## config.mk

```make
export PLATFORM = sky130hd
export DESIGN_NAME = afpm_operand_loader
export DESIGN_NICKNAME = d
export VERILOG_FILES = /design/src/rtl/afpm_pkg.sv /design/src/rtl/afpm_fp_classify.sv /design/src/rtl/afpm_operand_loader.sv
export SDC_FILE = /design/constraint.sdc
export NUM_CORES = 1
export LEC_CHECK = 0
export ABC_AREA = 1
export CORE_UTILIZATION = 44
export CTS_BUF_LIST = sky130_fd_sc_hd__clkbuf_4
export DETAILED_ROUTE_END_ITERATION = 10
export PLACE_DENSITY = 0.79
export SYNTH_ARGS = -nofsm -noshare
export SYNTH_HDL_FRONTEND = slang
export SYNTH_SLANG_ARGS = --single-unit
```

## constraint.sdc

```tcl
create_clock -name clk -period 1.04 [get_ports clk]
set_input_delay 0.104 -clock clk [delete_from_list [all_inputs] [get_ports clk]]
set_output_delay 0.104 -clock clk [all_outputs]
set_load 0.005 [all_outputs]
```

## src/rtl/afpm_pkg.sv

```systemverilog
// Shared definitions for the logarithmic FP multiplier front end:
// default operand geometry, flag bit positions and the loader state type.
package afpm_pkg;

    localparam int AFPM_WIDTH = 16;
    localparam int AFPM_EXP_W = 5;
    localparam int AFPM_MAN_W = 10;

    // Bit positions inside one operand's 4-bit classification nibble
    localparam int FLAG_NAN  = 3;
    localparam int FLAG_INF  = 2;
    localparam int FLAG_ZERO = 1;
    localparam int FLAG_SUB  = 0;

    typedef enum logic {
        COLLECT = 1'b0,
        FULL    = 1'b1
    } loader_state_t;

endpackage

```

## src/rtl/afpm_fp_classify.sv

```systemverilog
// IEEE-style classification of one floating-point operand.
// Only the magnitude (exponent + mantissa) is passed in; the sign does not
// affect the class.
module afpm_fp_classify
    import afpm_pkg::*;
#(
    parameter int EXP_W = AFPM_EXP_W,
    parameter int MAN_W = AFPM_MAN_W
) (
    input  logic [EXP_W+MAN_W-1:0] magnitude,
    output logic [3:0]             flags
);

    logic [EXP_W-1:0] exp_field;
    logic [MAN_W-1:0] man_field;
    logic             exp_ones;
    logic             exp_zero;
    logic             man_zero;

    assign exp_field = magnitude[EXP_W+MAN_W-1 -: EXP_W];
    assign man_field = magnitude[MAN_W-1:0];
    assign exp_ones  = &exp_field;
    assign exp_zero  = ~|exp_field;
    assign man_zero  = ~|man_field;

    // Decode the four special classes; normal numbers leave all flags clear
    always_comb begin
        flags            = 4'b0000;
        flags[FLAG_NAN]  = exp_ones && !man_zero;
        flags[FLAG_INF]  = exp_ones &&  man_zero;
        flags[FLAG_ZERO] = exp_zero &&  man_zero;
        flags[FLAG_SUB]  = exp_zero && !man_zero;
    end

endmodule

```

## src/rtl/afpm_operand_loader.sv

```systemverilog
// Byte-serial operand loader for the logarithmic FP multiplier.
// Shifts one byte of A and one byte of B per accepted cycle (LSB first),
// and presents the assembled pair to the multiply core with valid/ready.
// Optional feature macro: AFPM_CLASSIFY_EN enables the op_flags decode;
// without it op_flags is constant zero.
module afpm_operand_loader
    import afpm_pkg::*;
#(
    parameter int WIDTH = AFPM_WIDTH,
    parameter int EXP_W = AFPM_EXP_W,
    parameter int MAN_W = AFPM_MAN_W
) (
    input  logic             clk,
    input  logic             rst,
    input  logic             ena,
    input  logic             abort,
    input  logic             in_valid,
    output logic             in_ready,
    input  logic [7:0]       byte_a,
    input  logic [7:0]       byte_b,
    output logic             op_valid,
    input  logic             op_ready,
    output logic [WIDTH-1:0] op_a,
    output logic [WIDTH-1:0] op_b,
    output logic [7:0]       op_flags
);

    localparam int NB    = WIDTH / 8;
    localparam int CNT_W = (NB > 1) ? $clog2(NB) : 1;
    localparam logic [CNT_W-1:0] CNT_LAST = CNT_W'(NB - 1);

    // Reject geometries the shift path and the field split cannot handle
    if ((WIDTH % 8) != 0 || WIDTH < 16 || (1 + EXP_W + MAN_W) != WIDTH) begin : g_bad_cfg
        $error("afpm_operand_loader: inconsistent WIDTH/EXP_W/MAN_W");
    end

    loader_state_t    state_reg;
    logic [CNT_W-1:0] cnt_reg;
    logic [WIDTH-1:0] op_a_reg;
    logic [WIDTH-1:0] op_b_reg;

    logic acc;
    logic frame_done;
    logic consume;

    // A byte pair may enter whenever we are collecting, or when the held
    // pair is being consumed on this same edge.
    assign in_ready   = (state_reg == COLLECT) || op_ready;
    assign acc        = ena && in_valid && in_ready;
    assign frame_done = acc && (cnt_reg == CNT_LAST);
    assign consume    = (state_reg == FULL) && op_ready;

    // Frame control, byte counter and the two operand shift registers
    always_ff @(posedge clk) begin
        if (rst) begin
            state_reg <= COLLECT;
            cnt_reg   <= '0;
            op_a_reg  <= '0;
            op_b_reg  <= '0;
        end else if (ena) begin
            if (abort) begin
                // Partial frame and any unconsumed pair are dropped; the
                // shift registers keep their contents, the byte is lost.
                state_reg <= COLLECT;
                cnt_reg   <= '0;
            end else begin
                if (acc) begin
                    op_a_reg <= {byte_a, op_a_reg[WIDTH-1:8]};
                    op_b_reg <= {byte_b, op_b_reg[WIDTH-1:8]};
                    cnt_reg  <= frame_done ? '0 : cnt_reg + 1'b1;
                end
                // Completing a frame wins over a same-cycle consume
                if (frame_done) begin
                    state_reg <= FULL;
                end else if (consume) begin
                    state_reg <= COLLECT;
                end
            end
        end
    end

    assign op_valid = (state_reg == FULL);
    assign op_a     = op_a_reg;
    assign op_b     = op_b_reg;

`ifdef AFPM_CLASSIFY_EN
    logic [3:0] flags_a;
    logic [3:0] flags_b;

    afpm_fp_classify #(
        .EXP_W (EXP_W),
        .MAN_W (MAN_W)
    ) u_classify_a (
        .magnitude (op_a_reg[WIDTH-2:0]),
        .flags     (flags_a)
    );

    afpm_fp_classify #(
        .EXP_W (EXP_W),
        .MAN_W (MAN_W)
    ) u_classify_b (
        .magnitude (op_b_reg[WIDTH-2:0]),
        .flags     (flags_b)
    );

    assign op_flags = {flags_a, flags_b};
`else
    assign op_flags = 8'h00;
`endif

endmodule

```

After elaboration in Yosys (flattened, before gate mapping)
Cells that the tools add are included.
Widths: inputs -> output; s select.

word-level totals
  bits in registers = 34
  input bits = 22
  word-level logic and storage cells = 23

operators by class
  add/sub/neg operators = 1
  mux-type cells = 6
  bitwise gates (word level) = 2
  reduce and logical (&&, ||, !) cells = 10

operators with widths
  operator             count
  $mux 1               6
  $logic_and 1x1->1    4
  $reduce_and 2->1     2
  $reduce_and 3->1     1
  $reduce_bool 3->1    1
  $not 1->1            2
  $reduce_bool 2->1    1
  $add 1x1->1 const B  1
  $logic_or 1x1->1     1

Longest topological paths before layout
Gate-level depths: netlist of the first run.

  depth after elaboration = 7
  gate-level depth with buffers = 7
  gate-level depth less buffers = 6

Worst setup path after synthesis of the first run
Ideal clock, no wire load.

  path type = register -> register
  start = register state_reg, in the netlist op_valid
  end = register op_a_reg[0], in the netlist op_a[0]
  arrival = 0.879 ns
  required time = 0.927 ns
  slack = 0.048 ns
  cell stages (with the launch flop) = 6
  buffers on the path = 1
  clock period less this slack = 0.992 ns
  path through = dfxtp_1 nand2_2 nand3_4 buf_4 nor2_1 nor2_1

on the way
  word-level cells in the longest chain between the ends = 4

RTL lines
  item                               line                       source
  from (decl)                        afpm_operand_loader.sv:37  loader_state_t state_reg;
  from (signal assigned)             afpm_operand_loader.sv:56  state_reg <= COLLECT;
  from (signal assigned)             afpm_operand_loader.sv:64  state_reg <= COLLECT;
  from (signal assigned)             afpm_operand_loader.sv:74  state_reg <= FULL;
  $not 1->1                          afpm_operand_loader.sv:48  assign in_ready = (state_reg == COLLECT) || op_ready;
  $logic_or 1x1->1                   afpm_operand_loader.sv:48
  via in_ready                       afpm_operand_loader.sv:18  output logic in_ready,
  $logic_and 1x1->1                  afpm_operand_loader.sv:49  assign acc = ena && in_valid && in_ready;
  $reduce_and 3->1 (no source line)  n/a
  to (signal assigned)               afpm_operand_loader.sv:68  op_a_reg <= {byte_a, op_a_reg[WIDTH-1:8]};
  to (decl)                          afpm_operand_loader.sv:39  logic [WIDTH-1:0] op_a_reg;

The timed path passes the listed nets, and every way through them passes these cells.
A chain may end at the register's enable or synchronous reset.

Final worst setup path of the first run
  start = register state_reg, in the netlist op_valid
  end = register op_a_reg[3], in the netlist op_a[3]

on the way
  word-level cells in the longest chain between the ends = 4

RTL lines
  item                               line
  $not 1->1                          afpm_operand_loader.sv:48
  $logic_or 1x1->1                   afpm_operand_loader.sv:48
  $logic_and 1x1->1                  afpm_operand_loader.sv:49
  $reduce_and 3->1 (no source line)  n/a

Every way passes these cells.

==> out/qor.yml, run 1 <==
place:
  port-buffer-count: 55
  place_ws_ns: -0.2777
  hpwl_mm: 2.221
  gp_congestion: 0.7441
  place_area_um2: 2117
drt:
  via_per_inst: 4.381
  wl_mm: 4.464
  num_vias: 1608
  ant_nets: 0
  routedWlPerCell_um: 12.16
  first_iter_violations: 62
  drc_errors: 0
  firstDrtPassIters: 4
cells_and_area:
  area_delta_synth_final_pct: 75.00
  drive_gt1_frac: 0.3901
  final_nets: 344
  layout_common_cells: "46 x nand2_1, 46 x nor2_1, 37 x inv_1, 30 x dfxtp_2, 29 x clkdlybuf4s15_1"
  fin_util: 0.8417
  fin_area_um2: 2654
  fillers: 205
  antenna_cells: 0
global_route:
  antenna_found_initial: 0
  grt_max_degree: 22
  grt_util_all_layers: 0.2278
  grt_pass1_vias: 1461
  grt_overflow_total: 0
  grt_pass1_wl_mm: 6.161
min_path:
  min_path_cells: 2
  hold-path-endpoint: "op_valid"
  worstHoldStart: "rst"
  hp-class: "in2reg"
synthesis:
  synth_seq_cells: 34
  synth_top_family_by_area: "simple AND/OR/NAND/NOR gates"
  syn_inst: 233
  synth_area_per_cell_um2: 6.508
  netlist_top_cells_area: "dfxtp_1 45%, nand2_1 18%, nor2_1 17%, inv_1 9.2%, buf_4 5.4%"
  yosys_warnings: 0
  synth_compound_area_frac: 0.006601
  yosys.area.top_type_share: 0.4488
  synth_top_cell_by_area: "dfxtp_1"
  ys_seq_area_frac: 0.4488
  synth-simple-area-share: 0.3606
  syn_area_um2: 1516
  synth_cell_types: 14
  synth_fa_ha_area_frac: 0
  muxShareOfSynthArea: 0
  synthXorXnorAreaFrac: 0
run_status:
  status: "complete, but fails checks"
  violations: "setup timing"
pwr:
  power_leakage_nw: 1.352
  cellPowerDensity_nw_per_um2: 1034
  total_power_w: 0.002745
  vdd_drop_max_v: 0.0009105
timing:
  period_share: 1.176
  hold_viol_final: 0
  timing.fmax_ghz: 0.8176
  setup_tns_ns: -4.359
  period_minus_slack_ns: 1.223
  setup_violations: 32
  setup_ws_ns: -0.1831
  clock_skew_ns: 0.01119
  slew_viol_final: 0
  rsz0062_at_grt: "yes"
critical_path:
  r2r_slack_ns: -0.18
  worstSetupStartpointType: "register"
  crit_arrival_ns: 1.49
  r2r-end: "op_a[3]"
  r2r_start: "op_valid"
  crit_path_end_kind: "register"
  cp.required_ns: 1.31
  worstSetupPathType: "reg2reg"
  cp_max_fo: 7
  rr_worst_depth: 8
clock_network:
  cts_htree_levels: 2
  cts.sinks: 34
  cts_root_buf: "clkbuf_4"
  cts_buffers: 5
  cts_buffer_depth: 2
  clk_latency_ns: 0.33
  clkTransAtPathRegs_ns: 0.10
  cts_tree: "done"
floorplan:
  die_y_um: 60.71
  dieArea_um2: 3685
  die_w_um: 60.71
  core-area_um2: 3153
  design.portCount: 64
  fp-row-count: 20
  start_util: 0.4810
job:
  max-cap-violations: 0
## cell usage after synthesis
| cell | count |
|---|---|
| nand2_1 | 71 |
| o21ai_0 | 1 |
| buf_4 | 11 |
| a21oi_1 | 1 |
| conb_1 | 1 |
| buf_2 | 3 |
| buf_6 | 3 |
| dfxtp_1 | 34 |
| nand3_4 | 1 |
| nor2_1 | 67 |
| nand3_1 | 1 |
| nand2_2 | 1 |
| clkinv_2 | 1 |
| inv_1 | 37 |
## per-layer routing
layer / part of all wire / track usage
met1: 0.42 / 0.2661
met4: 0.012 / 0.09091
met2: 0.52 / 0.3956
met3: 0.045 / 0.06183
met5: 0 / 0
## metrics by stage
| step | cells | hold WS (ns) |
|---|---|---|
| floorplan | 240 | 0.1764 |
| global placement | 332 | 0.4945 |
| detailed placement | 332 | 0.4957 |
| CTS | 364 | 0.3223 |
| global route | 367 | 0.3270 |
| finish | 367 | 0.3130 |
## where the power goes
group | total [W] | switching (W) | internal (W)
combinational | 0.000616 | 0.000278 | 0.000337
sequential | 0.00142 | 0.0000383 | 0.00138
clock | 0.000712 | 0.000432 | 0.000280
## how the worst max path moves through the flow
stage | startpoint | end | slack [ns]
finish | op_valid | op_a[3] | -0.18
global route | op_valid | op_b[3] | -0.25
CTS | op_valid | in_ready | -0.14
detailed placement | op_ready | op_a[11] | -0.28
global placement | op_ready | in_ready | -0.25
floorplan | op_valid | op_a[0] | 0.05
## critical path, stage by stage, from the launching register on
cell and delay [ns]:
dfxtp_2 0.33, buf_6 0.11, nand2_4 0.06, nand3_4 0.13, buf_4 0.17, buf_6 0.13
nand2_4 0.05, nand2_2 0.05, nor2_2 0.11
## cells by family after synthesis
kind of cell / Yosys count
other: 1
flip-flops: 34
AND/OR/NAND/NOR: 141
buffers and inverters: 55
AO/OA/AOI/OAI: 2
## timing repair
action                     4_1_cts  5_1_grt
cloned                           3        4
pin swaps                        4       17
setup buffers                   21        5
hold buffers                     0        0
setup endpoints to repair       53       66
resized for setup               75       90
## final cells by class
cell class              count  area (um2)  area share
repair buffers             92       940.9      0.3545
multi-input cells         151       742.0      0.2796
flip-flops and latches     34       718.2      0.2706
inverters                  38       143.9     0.05422
well taps                  44       55.05     0.02074
clock buffers               6       45.04     0.01697
clock inverters             2       8.758    0.003300
No activity file was read; power rests on OpenSTA's default activity.
==> inputs of run 2 (changes only) <==
Settings changed: PLACE_DENSITY 0.79 to 0.84.
==> run 2 against run 1 <==
The run still ends with setup timing left. Power decreased by 1.4%. Hold slack better by 0.015 ns. Combinational power shrank 10%. Sequential power about the same. Fmax is 1.3% lower. Sequential share of layout area rose by 1.4 points. Cell count is 2.2% lower. Largest cell class unchanged. Highest routed layer unchanged.
==> out/qor.yml, run 2 (synthesized netlist as in run 1, its figures left out) <==
critical_path:
  cp.required_ns: 1.32  # about the same
  cp_max_fo: 6  # -1
  crit_path_end_kind: "register"
  worstSetupStartpointType: "register"
  crit_arrival_ns: 1.52  # +0.03 ns
  worstSetupPathType: "reg2reg"
floorplan:
  fp-row-count: 20  # unchanged
  dieArea_um2: 3685  # unchanged
  core-area_um2: 3153  # unchanged
  start_util: 0.4810  # unchanged
  die_w_um: 60.71  # unchanged
  die_y_um: 60.71  # unchanged
  design.portCount: 64  # unchanged
pwr:
  cellPowerDensity_nw_per_um2: 1071  # +3.5%
  vdd_drop_max_v: 0.0009606  # +5.5%
  power_leakage_nw: 1.326  # -2.0%
timing:
  setup_violations: 34  # +6.3%
  timing.fmax_ghz: 0.8069  # -1.3%
  slew_viol_final: 0  # unchanged
  hold_viol_final: 0  # unchanged
  rsz0062_at_grt: "yes"
  period_minus_slack_ns: 1.239  # +0.01621 ns
  setup_ws_ns: -0.1993  # -0.01621 ns
  clock_skew_ns: 0.005627  # -0.005567 ns
  period_share: 1.192  # +0.01559
place:
  place_area_um2: 2110  # -0.35%
  gp_congestion: 0.6674  # -10%
  hpwl_mm: 2.078  # -6.4%
  port-buffer-count: 55  # unchanged
drt:
  first_iter_violations: 81  # +31%
  drc_errors: 0  # unchanged
  ant_nets: 0  # unchanged
  firstDrtPassIters: 4  # unchanged
  wl_mm: 3.956  # -11%
  routedWlPerCell_um: 11.02  # -9.4%
  via_per_inst: 4.234  # -3.4%
  num_vias: 1520  # -5.5%
cells_and_area:
  register_area_um2: 719.4  # +0.17%
  drive_gt1_frac: 0.3048  # -0.08533
  layout_common_cells: "60 x nor2_1, 57 x nand2_1, 37 x inv_1, 31 x dfxtp_2, 31 x clkdlybuf4s15_1"
  layout_commonest_cell: "nor2_1"
  antenna_cells: 0  # unchanged
  fin_util: 0.8020  # -0.03968
  area_delta_synth_final_pct: 66.75
  final_nets: 337  # -2.0%
  fillers: 210  # +2.4%
  fin_area_um2: 2529  # -4.7%
  multi_input_area_um2: 664.4  # -10%
clock_network:
  cts_buffer_depth: 2  # unchanged
  ctsHoldBuffers: 0  # unchanged
  cts_buffers: 5  # unchanged
  cts.sinks: 34  # unchanged
  cts_htree_levels: 2  # unchanged
  clk_latency_ns: 0.34  # about the same
  cts_tree: "done"
  clkTransAtPathRegs_ns: 0.10  # about the same
  cts_root_buf: "clkbuf_4"
global_route:
  grt_overflow_total: 0  # unchanged
  antenna_found_initial: 0  # unchanged
  grt_util_all_layers: 0.2195  # -0.008275
  grt_max_degree: 41  # +86%
  grt_pass1_vias: 1347  # -7.8%
  grt_pass1_wl_mm: 5.934  # -3.7%
job:
  max-cap-violations: 0  # unchanged
run_status:
  status: "complete, but fails checks"
  violations: "setup timing"
min_path:
  hp-class: "in2reg"
run 2: layout make-up:
cell class	count	area share
Inverter	38	0.05690
Multi-Input combinational cell	151	0.2627
Sequential cell	34	0.2845
Tap cell	44	0.02177
Timing Repair Buffer	85	0.3533
Clock buffer	7	0.02078
run 2: worst paths after layout:
kind / from / endpoint / slack, ns / cells past startpoint
setup / recovery: op_valid / op_b[15] / -0.20 / 8
hold / removal: byte_a[1] / op_a[9] / 0.33 / 3
setup reg to reg: op_valid / op_b[15] / -0.20 / 8
hold reg to reg: op_b[14] / op_b[6] / 0.49 / 2
run 2: routing by layer:
layer	GRT usage	wire (um)
met2	0.3532	1850
met1	0.2814	1774
met3	0.06397	284
met4	0.07792	46
met5	0	0
run 2: metrics by stage:
stage                     power, W  hold slack [ns]  std cells  TNS [ns]  worst slack (ns)
final                     0.002707           0.3285        359    -4.090           -0.1993
after global routing      0.002835           0.3259        359    -6.629           -0.2549
after CTS                 0.002646           0.3256        355    -3.066           -0.1505
after detailed placement  0.001886           0.4914        331    -7.995           -0.2847
after global placement    0.001876           0.4896        331    -6.880           -0.2489
after floorplan           0.001657           0.1764        240         0           0.04780
run 2: what timing repair did:
action	4_1_cts	5_1_grt
pin swaps	5	6
endpoints found under the setup margin	51	68
hold endpoints to repair	0	0
buffers inserted	14	6
cloned	3	0
gates resized for setup	84	53
run 2: critical path: stages (launching register included):
cell     delay, ns
dfxtp_2       0.34
buf_6         0.12
nand2_4       0.06
nand3_4       0.15
buf_12        0.18
buf_16        0.13
nand2_2       0.05
nand2_2       0.05
nor2_2        0.09
run 2: power by group:
group / internal, W / total [W] / switching, W
logic: 0.000313 / 0.000554 / 0.000240
registers: 0.00138 / 0.00142 / 0.0000393
clock network: 0.000307 / 0.000734 / 0.000427
total: 0.00200 / 0.00271 / 0.000707
==> inputs of run 3 (changes only) <==
Settings changed: PLACE_DENSITY 0.84 to 0.85.
==> run 3 against run 2 <==
The flow still finishes with violations (setup timing). Hold slack gained 0.0026 ns. Sequential share of layout area grew 1.8 points. Core utilization fell by 4.8 points. Non-clock buffer count decreased by 5. Design area fell by 6.0%. First-iteration DRC count shrank 3.7%. Power decreased by 3.4%. Critical path type unchanged. Critical endpoint is now op_b[7]. Largest power group unchanged.
==> out/qor.yml, run 3 (synthesized netlist as in run 1, its figures left out) <==
drt:
  wl_mm: 3.408  # -14%
  via_per_inst: 4.228  # -0.14%
  drc_errors: 0  # unchanged
  first_iter_violations: 78  # -3.7%
  routedWlPerCell_um: 9.600  # -13%
  ant_nets: 0  # unchanged
  firstDrtPassIters: 4  # unchanged
  num_vias: 1501  # -1.3%
floorplan:
  fp-row-count: 20  # unchanged
  die_y_um: 60.71  # unchanged
  design.portCount: 64  # unchanged
  dieArea_um2: 3685  # unchanged
  start_util: 0.4810  # unchanged
  core-area_um2: 3153  # unchanged
  die_w_um: 60.71  # unchanged
critical_path:
  cp_max_fo: 25  # +19
  crit_arrival_ns: 1.33  # -0.19 ns
  worstSetupPathType: "reg2reg"
  r2r_start: "op_valid"
  worstSetupStartpointType: "register"
  cp.required_ns: 1.27  # -0.05 ns
  crit_path_start: "op_valid"
  crit_path_end_kind: "register"
timing:
  setup_violations: 31  # -8.8%
  timing.fmax_ghz: 0.9059  # +12%
  setup_ws_ns: -0.06392  # +0.1354 ns
  period_share: 1.061  # -0.1302
  slew_viol_final: 0  # unchanged
  period_minus_slack_ns: 1.104  # -0.1354 ns
  setup_tns_ns: -0.7486  # +3.341 ns
  hold-worst-slack_ns: 0.3310  # +0.002558 ns
  rsz0062_at_grt: "yes"
  hold_viol_final: 0  # unchanged
  clock_skew_ns: 0.009096  # +0.003469 ns
cells_and_area:
  area_delta_synth_final_pct: 56.77
  layout_common_cells: "61 x nor2_1, 58 x nand2_1, 37 x inv_1, 30 x dfxtp_2, 29 x clkdlybuf4s15_1"
  antenna_cells: 0  # unchanged
  final_nets: 332  # -1.5%
  layout_commonest_cell: "nor2_1"
  fin_area_um2: 2377  # -6.0%
  drive_gt1_frac: 0.2862  # -0.01859
min_path:
  hp-class: "in2reg"
  worstHoldStart: "byte_a[5]"
clock_network:
  cts_root_buf: "clkbuf_4"
  cts_buffers: 5  # unchanged
  cts_htree_levels: 2  # unchanged
  clk_latency_ns: 0.33  # about the same
  cts_tree: "done"
  ctsHoldBuffers: 0  # unchanged
  cts_buffer_depth: 2  # unchanged
  clkTransAtPathRegs_ns: 0.10  # about the same
  cts.sinks: 34  # unchanged
run_status:
  violations: "setup timing"
  status: "complete, but fails checks"
pwr:
  switching_share: 0.2588  # -0.002473
  pwr-share-comb: 0.191  # -0.013
  clkPwrFrac: 0.267  # -0.004
  total_power_w: 0.002615  # -3.4%
  power_leakage_nw: 1.274  # -3.9%
  switchingPower_w: 0.0006767  # -4.3%
  vdd_drop_max_v: 0.0006441  # -33%
  intPower_w: 0.001938  # -3.1%
  cellPowerDensity_nw_per_um2: 1100  # +2.7%
  power_frac_seq: 0.541  # +0.017
global_route:
  antenna_found_initial: 0  # unchanged
  grt_overflow_total: 0  # unchanged
  grt_util_all_layers: 0.2084  # -0.01116
  grt_max_degree: 26  # -37%
  grt_pass1_wl_mm: 5.658  # -4.7%
  grt_pass1_vias: 1371  # +1.8%
place:
  place_ws_ns: -0.2580  # +0.02671 ns
  hpwl_mm: 2.213  # +6.5%
  port-buffer-count: 55  # unchanged
  gp_congestion: 0.7182  # +7.6%
  place_area_um2: 2135  # +1.2%
job:
  max-cap-violations: 0  # unchanged
-- run 3: cell types whose count changed in the layout (fill, tap and decap cells not counted), moves of 2 or more --
cell             previous run  this run
buf_4                      22        20
clkbuf_2                    0         5
clkdlybuf4s15_1            31        29
buf_16                      3         0
nand2_4                     3         1
buf_6                       3         1
-- run 3: final cells by class --
cell class | count | area [um2]
Clock inverter | 2 | 8.758
Clock buffer | 6 | 45.04
Timing Repair Buffer | 80 | 767.0
Fill cell | 257 | 775.7
Sequential cell | 34 | 718.2
Tap cell | 44 | 55.05
Inverter | 38 | 143.9
Multi-Input combinational cell | 151 | 639.4
-- run 3: power by group through the flow --
| stage | Clock, W | Combinational, W | Sequential [W] |
|---|---|---|---|
| floorplan | 0 | 0.000214 | 0.00144 |
| global placement | 0 | 0.000448 | 0.00144 |
| detailed placement | 0 | 0.000458 | 0.00144 |
| CTS | 0.000717 | 0.000470 | 0.00141 |
| global route | 0.000790 | 0.000563 | 0.00142 |
| finish | 0.000699 | 0.000501 | 0.00142 |
-- run 3: path summary, 6_finish.rpt --
kind | end | slack (ns) | cells past startpoint
hold reg to reg | op_b[3] | 0.51 | 2
hold / removal | op_a[13] | 0.33 | 3
setup reg to reg | op_b[7] | -0.06 | 6
setup / recovery | op_b[7] | -0.06 | 6
-- run 3: repair_timing --
action / 4_1_cts / 5_1_grt
gates resized for setup: 67 / 57
endpoints found under the setup margin: 34 / 66
buffers inserted: 15 / 1
pin swaps: 1 / 0
-- run 3: stage by stage --
step	instances	utilization
3_3_place_gp	331	0.6770
5_1_grt	355	0.7540
3_5_place_dp	331	0.6770
2_1_floorplan	240	-
6_report	355	0.7540
4_1_cts	354	0.7310
-- run 3: routing by layer --
| layer | vias to the layer above | track usage | share of wire |
|---|---|---|---|
| met1 | 652 | 0.2338 | 0.43 |
| met5 | - | 0 | 0 |
| li1 | 796 | - | - |
| met2 | 51 | 0.3658 | 0.51 |
| met4 | 0 | 0.06494 | 0.0029 |
| met3 | 2 | 0.07889 | 0.063 |
-- run 3: worst max-delay path, stage by stage (launching register included) --
cell and delay [ns]:
dfxtp_2 0.34, buf_6 0.12, nand2_4 0.06, nand3_4 0.12, buf_12 0.19, nor2_1 0.12, nor2_2 0.06
==> RTL edit, RTL diff (flow settings as in run 2) <==
Reset style: asynchronous (`rst`), changed in one clocked block.
--- a/src/rtl/afpm_operand_loader.sv
+++ b/src/rtl/afpm_operand_loader.sv
@@ -52,5 +52,5 @@
 
     // Frame control, byte counter and the two operand shift registers
-    always_ff @(posedge clk) begin
+    always_ff @(posedge clk or posedge rst) begin
         if (rst) begin
             state_reg <= COLLECT;
Behaviour: differs if rst is asserted again (counterexample within 4 cycles, from zero or initial values and one cycle with rst high); with rst held inactive, the same outputs for 10 cycles.
==> RTL edit against run 2 <==
- critical endpoint is now op_a[14]
- critical path type unchanged
- wire length decreased by 18%
- synthesized area is 2.3% lower
- the run still ends with negative setup slack left
- design area decreased by 13%
- sequential cell count unchanged
- hold slack worse by 220 ps
- worst setup slack better by 38 ps
Power is not compared: it rests on default switching activity, and its combinational part moved more than twofold at a synthesized area within 25%.
==> RTL edit: results (changes against run 2) <==
The number of ordinary inverters in the final layout is 20 (-47%). The post-CTS resize count was 109 (+30%). The final setup violation count was 36 (+5.9%). The checks that failed: negative setup slack. The area added between synthesis and finish came out at 48.73%. The number of search-and-repair iterations in the first detailed-routing pass is 3 (-1). The non-filler instance count after layout is 277 (-23%). The half-perimeter wire length after placement is 2286 um (+10%). The kind of cell with the highest combined delay along the critical path is flip-flops. The total met3 wirelength after detailed routing came out at 112 um (-61%).

The minimum setup slack in the final design is -161.3 ps (+38.05 ps). The multi-input combinational cell count is 85 (-44%). The met2 demand-to-capacity share in global routing is 0.3921 (+0.03885). The number of global-route vias before repair came out at 1,227 (-8.9%). The final worst clock skew is 15.72 ps (+10.10 ps). The met3 track utilization from global routing is 0.04329 (-0.02068). The proportion of register bits with asynchronous set or reset after synthesis came out at 1.000 (+1.000). The pre-CTS worst setup slack is -325.9 ps (-41.18 ps).

The global-route usage over all layers came to 0.2015 (-0.01807). The routed metal-1 wire length came out at 1198 um (-32%). The peak per-stage delay on the critical path is 410 ps (+70 ps). The largest net degree at the start of global routing came to 39 (-4.9%). The flow ran to the end, but the final reports show violations. In the post-synthesis netlist, the biggest area contributors are sky130_fd_sc_hd__dfrtp_1 (57%), sky130_fd_sc_hd__o21ai_2 (8.3%), sky130_fd_sc_hd__nand2_1 (5.6%), sky130_fd_sc_hd__inv_1 (4.8%), sky130_fd_sc_hd__buf_4 (4.6%). The clock network contribution to total cell area came out at 0.02442 (+0.003636). The largest individual stage delay along the critical path comes from the cell sky130_fd_sc_hd__dfrtp_1. The met1 track utilization from global routing is 0.2048 (-0.07657). The storage element area is 850.8 sq um (+18%). The clock latency on the worst-skew pair came to 320 ps (-20 ps).

The starting DRC count in detailed routing came out at 36 (-56%). The area after detailed placement is 0.002102 sq mm (-0.36%). The share of synthesized area occupied by flip-flops and latches came out at 0.5743 (+0.1255).

The share of layout cells above drive strength 1 came out at 0.4635 (+0.1588). The compound-gate portion of the synthesized area is 0.1655 (+0.1589). The post-CTS setup buffer count came out at 15 (+1).

The routability congestion estimate from global placement came to 0.7806 (+17%). The via-per-instance ratio is 4.426 (+4.5%). The most common flop cell mapped by yosys is sky130_fd_sc_hd__dfrtp_1. The cell count after synthesis was 146 (-37%). The buffer share of cell area came out at 0.2993 (-0.05403). The met2 layer wire length in the routed design is 1898 um (+2.6%).

The global-route wire length before repair was 5195 um (-12%). The sum of routed wire length over all layers is 3257 um (-18%). The multi-input gate share of total cell area came out at 0.2311 (-0.03162).

The final-stage net count is 254 (-25%). The filler cell count in the final layout came out at 256 (+22%).
RTL edit: cell types whose count changed in the layout (fill, tap and decap cells not counted), moves of 18 or more:
cell                              before  now
sky130_fd_sc_hd__nor2_1               60   12
sky130_fd_sc_hd__nand2_1              57   16
sky130_fd_sc_hd__clkbuf_2              0   19
sky130_fd_sc_hd__dfrtp_1               0   34
sky130_fd_sc_hd__clkdlybuf4s15_1      31    0
sky130_fd_sc_hd__inv_1                37   19
sky130_fd_sc_hd__dfxtp_2              31    0
RTL edit: final timing paths:
kind | startpoint | endpoint | slack, ps | cells after the start
worst max-delay path | op_valid | op_a[14] | -160 | 6
worst min-delay path | rst | op_a[12] | 110 | 3
worst max register to register | op_valid | op_a[14] | -160 | 6
worst min register to register | op_b[3] | op_b[3] | 500 | 2
max in group asynchronous | rst | op_b[0] | 750 | 3
min in group clk | byte_b[2] | op_b[10] | 350 | 3
